`src/rtl/keypad_pkg.sv`:
```
// Shared keypad-path definitions: loader state encodings and word geometry,
// common to the scanner, the operand loader and the MAC top level.
package keypad_pkg;

  localparam int KEY_DIGITS = 4;
  localparam int NIB_W      = 4;
  localparam int WORD_W     = KEY_DIGITS * NIB_W;

  typedef enum logic [1:0] {
    LOAD_A = 2'b00,
    LOAD_B = 2'b01,
    OFFER  = 2'b10
  } loader_state_e;

endpackage

```
`src/rtl/keypad_operand_loader.sv`:
```
// Collects four keypad digits per operand, captures operands A and B from the
// scanner's assembled word, and offers the pair to the MAC via valid/ready.
module keypad_operand_loader
  import keypad_pkg::*;
#(
  parameter int PAIR_CNT_W = 8
) (
  input  logic                  Clock,
  input  logic                  reset_n,
  input  logic                  key_ready,
  input  logic [WORD_W-1:0]     key_word,
  output logic                  KeyRd,
  output logic [WORD_W-1:0]     op_a,
  output logic [WORD_W-1:0]     op_b,
  output logic                  op_valid,
  input  logic                  op_ready,
  output logic [1:0]            nib_idx,
  output logic [PAIR_CNT_W-1:0] pair_count,
  output logic                  key_drop
);

  localparam logic [1:0] LAST_DIGIT = 2'(KEY_DIGITS - 1);

  loader_state_e         state_q, state_d;
  logic [1:0]            nib_q, nib_d;
  logic [WORD_W-1:0]     op_a_q, op_a_d;
  logic [WORD_W-1:0]     op_b_q, op_b_d;
  logic [PAIR_CNT_W-1:0] pair_q, pair_d;
  logic                  drop_q, drop_d;

  // Next-state and datapath update selection.
  always_comb begin
    state_d = state_q;
    nib_d   = nib_q;
    op_a_d  = op_a_q;
    op_b_d  = op_b_q;
    pair_d  = pair_q;
    drop_d  = drop_q;
    case (state_q)
      LOAD_A, LOAD_B: begin
        if (key_ready) begin
          if (nib_q == LAST_DIGIT) begin
            nib_d = 2'd0;
            if (state_q == LOAD_A) begin
              op_a_d  = key_word;
              state_d = LOAD_B;
            end else begin
              op_b_d  = key_word;
              state_d = OFFER;
            end
          end else begin
            nib_d = nib_q + 2'd1;
          end
        end else begin
          nib_d = nib_q;
        end
      end
      OFFER: begin
        // op_ready may already be high on entry; the handshake then completes here.
        if (op_ready) begin
          state_d = LOAD_A;
          pair_d  = pair_q + PAIR_CNT_W'(1);
        end else begin
          state_d = OFFER;
        end
        if (key_ready) begin
          drop_d = 1'b1;
        end else begin
          drop_d = drop_q;
        end
      end
      default: begin
        state_d = LOAD_A;
      end
    endcase
  end

  // State, digit index, operands, pair counter and sticky drop flag.
  always_ff @(posedge Clock or negedge reset_n) begin
    if (!reset_n) begin
      state_q <= LOAD_A;
      nib_q   <= 2'd0;
      op_a_q  <= '0;
      op_b_q  <= '0;
      pair_q  <= '0;
      drop_q  <= 1'b0;
    end else begin
      state_q <= state_d;
      nib_q   <= nib_d;
      op_a_q  <= op_a_d;
      op_b_q  <= op_b_d;
      pair_q  <= pair_d;
      drop_q  <= drop_d;
    end
  end

  assign KeyRd      = (state_q != OFFER);
  assign op_valid   = (state_q == OFFER);
  assign op_a       = op_a_q;
  assign op_b       = op_b_q;
  assign nib_idx    = nib_q;
  assign pair_count = pair_q;
  assign key_drop   = drop_q;

endmodule

```
`config.mk`:
```
export PLATFORM = sky130hd
export DESIGN_NAME = keypad_operand_loader
export DESIGN_NICKNAME = d
export VERILOG_FILES = /design/src/rtl/keypad_pkg.sv /design/src/rtl/keypad_operand_loader.sv
export SDC_FILE = /design/constraint.sdc
export NUM_CORES = 1
export LEC_CHECK = 0
export BUFFER_PORTS_ARGS = -buffer_cell sky130_fd_sc_hd__buf_2
export CORE_MARGIN = 2
export CORE_UTILIZATION = 45
export CTS_BUF_LIST = sky130_fd_sc_hd__clkbuf_8
export DETAILED_ROUTE_END_ITERATION = 8
export PLACE_DENSITY = 0.81
export SLEW_MARGIN = 20
export SYNTH_ARGS = -nofsm -noshare
export SYNTH_HDL_FRONTEND = slang
export SYNTH_SLANG_ARGS = --single-unit
```
`constraint.sdc`:
```
create_clock -name Clock -period 4.3 [get_ports Clock]
set_input_delay 0.645 -clock Clock [delete_from_list [all_inputs] [get_ports Clock]]
set_output_delay 0.645 -clock Clock [all_outputs]
set_load 0.02 [all_outputs]
```
==> metrics.csv <==
metric;value;unit
status;finished, final reports clean;
cts_tree;done;
seq_power_share;40.5;%
synth-seq-area-share;60.0;%
wl_per_cell;14.6;µm
io_buffers;64;
fin_crit;2030;ps
pin_count;65;
holdCritPathClass;in2async;
synth_area;1880;µm²
leakagePower;1.25;nW
grt_pass1_wl;5.26;mm
r2r_start;nib_idx[0];
yosysTopAreaCellShare;60.0;%
critPathLaunch;state_q[1];
ys_seq_elements;45;
drive_gt1_share;60.0;%
firstDrtPassIters;4;
criticalPathCategory;reg2out;
grt_max_degree;46;
gp_congestion;0.701;
core_area;4000;µm²
worstPathMaxFanout;7;
slew_headroom;37.9;%
die_area;4700;µm²
combPwrFrac;43.1;%
yosys_warnings;0;
synth_fp_nets;137;
power.total;1.82;mW
clk_path_buf_depth;2;
die-width;68.6;µm
pwr_density_cell;771;nW/µm²
period_share;47.3;%
final_cell_mix;buf_2 (64), dfrtp_1 (45), mux2_4 (19);
initial_core_util;46.9;%
cpPeakStageDelay;550;ps
track_usage;15.8;%
p_int;1.15;mW
yosysTopAreaCell;dfrtp_1;
antenna_found_initial;0;
tns;0;ps
cp.required;3650;ps
cpMaxStageDelayCell;dfrtp_1;
synth_area_per_cell;16.3;µm²
synth_cell_types;24;
drtIter0Drc;37;
cts_htree_levels;2;
num_vias;1135;
clkTransAtPathRegs;80;ps
skew;6.31;ps
endpoint_kind;output pin;
start_kind;flop;
finalSetupViolCount;0;
utilization;58.9;%
dp_hpwl;2.44;mm
via_per_inst;4.83;
die_h;68.6;µm
cts_resized;0;
drc;0;
tightest_slew;929;ps
rsz0062_at_grt;false;
p_sw;0.668;mW
drv_slew;0;
ant_nets;0;
fp-row-count;23;
grt_pass1_vias;1125;
hold_viol_final;0;
syn_inst;115;
max_freq;492;MHz
peakVddDrop;0.000398;V
root_buffer;clkbuf_8;
drt-total-wl;3.43;mm
grt_overflow;0;
cap_violations;0;
cts_buffers;5;
dp_slack;2120;ps
arrival;1390;ps
antennaDiodeCount;0;
swShare;36.8;%
area_growth;25.6;%
cts_hold_buf;0;
layout_setup_ws;2270;ps
cts_setup_buffers;0;
nets;207;
final_common_cell;buf_2;
p_clk_share;16.4;%
synthTopCellsByArea;dfrtp_1 (60%), mux2_4 (15%), mux2_2 (9.6%), xor2_1 (2.3%), xnor2_1 (1.4%);
crit_chain;or2b_1 -> inv_1 -> buf_2;
cts.sinks;45;
clkLatencyLatePin;290;ps
[power groups by stage]
stage | Clock (mW) | Sequential [mW] | Combinational [mW]
after global placement | 0 | 0.733 | 0.770
after detailed placement | 0 | 0.737 | 0.793
after floorplan | 0 | 0.949 | 0.324
after global routing | 0.325 | 0.760 | 0.839
after CTS | 0.309 | 0.735 | 0.792
final | 0.298 | 0.735 | 0.783
[Yosys cell counts (all sizes together)]
library cell and number:
a21o 1, nor3 3, nor4 1, nand4b 2, o21ai 1, nor2 4, xnor2 3, nand4 1
or2b 1, mux2 35, nor2b 1, nand2 3, nand3b 1, ha 2, nand3 1, buf 2
inv 3, xor2 5, dfrtp 45
[kinds of logic (layout without fill, tap and decap cells)]
kind of cell               after synthesis  in the layout  share of synthesized area, %
DFF                                     45             45                          60.0
muxes                                   35             35                          24.8
and+or+nand+nor                         18             18                          7.41
xor gates and xnor gates                 8              8                          3.74
buffers and inverters                    5             75                          2.00
adders and majority gates                2              2                          1.33
AOI/OAI and AO/OA                        2              2                         0.667
[layer usage]
metal | track usage [%] | share of wire [%] | up-vias
met4 | 8.00 | 1.6 | 0
met5 | 0 | 0 | -
met1 | 19.7 | 44 | 555
met2 | 24.4 | 48 | 35
li1 | - | - | 537
met3 | 5.36 | 6.0 | 8
[layout make-up]
type | count | area (µm²)
Clock buffer | 5 | 68.8
Clock inverter | 2 | 35.0
Fill cell | 345 | 1640
Inverter | 3 | 11.3
Multi-Input combinational cell | 65 | 712
Sequential cell | 45 | 1130
Tap cell | 50 | 62.6
Timing Repair Buffer | 65 | 340
[critical path, delay by kind of cell, from the launching register on]
family                 cells  cell delay (ps)
buffers and inverters      2              250
flip-flops                 1              550
AND/OR/NAND/NOR            1              300
[final timing paths]
kind                                 end  slack [ps]  depth (start not counted)
worst max-delay path            op_valid        2270                          3
worst min-delay path             op_b[2]         260                          1
worst max register to register   op_a[1]        2270                          4
worst min register to register  key_drop         460                          1
max in group asynchronous       op_b[11]        3560                          2
min in group Clock              key_drop         460                          1
[sequential cells by signal, indices dropped and copies added, names as in the netlist]
signal	cells
op_b	16
pair_count	8
op_a	16
key_drop	1
nib_idx	2
state_q	2
[stage by stage]
step / cell area [µm²] / instances / hold slack, ps
6_report: 2360 / 235 / 262
5_1_grt: 2360 / 235 / 280
4_1_cts: 2340 / 234 / 467
3_5_place_dp: 2230 / 227 / 443
3_3_place_gp: 2230 / 227 / 435
2_1_floorplan: 1880 / 115 / 349
(Power assumes the default switching activity.)
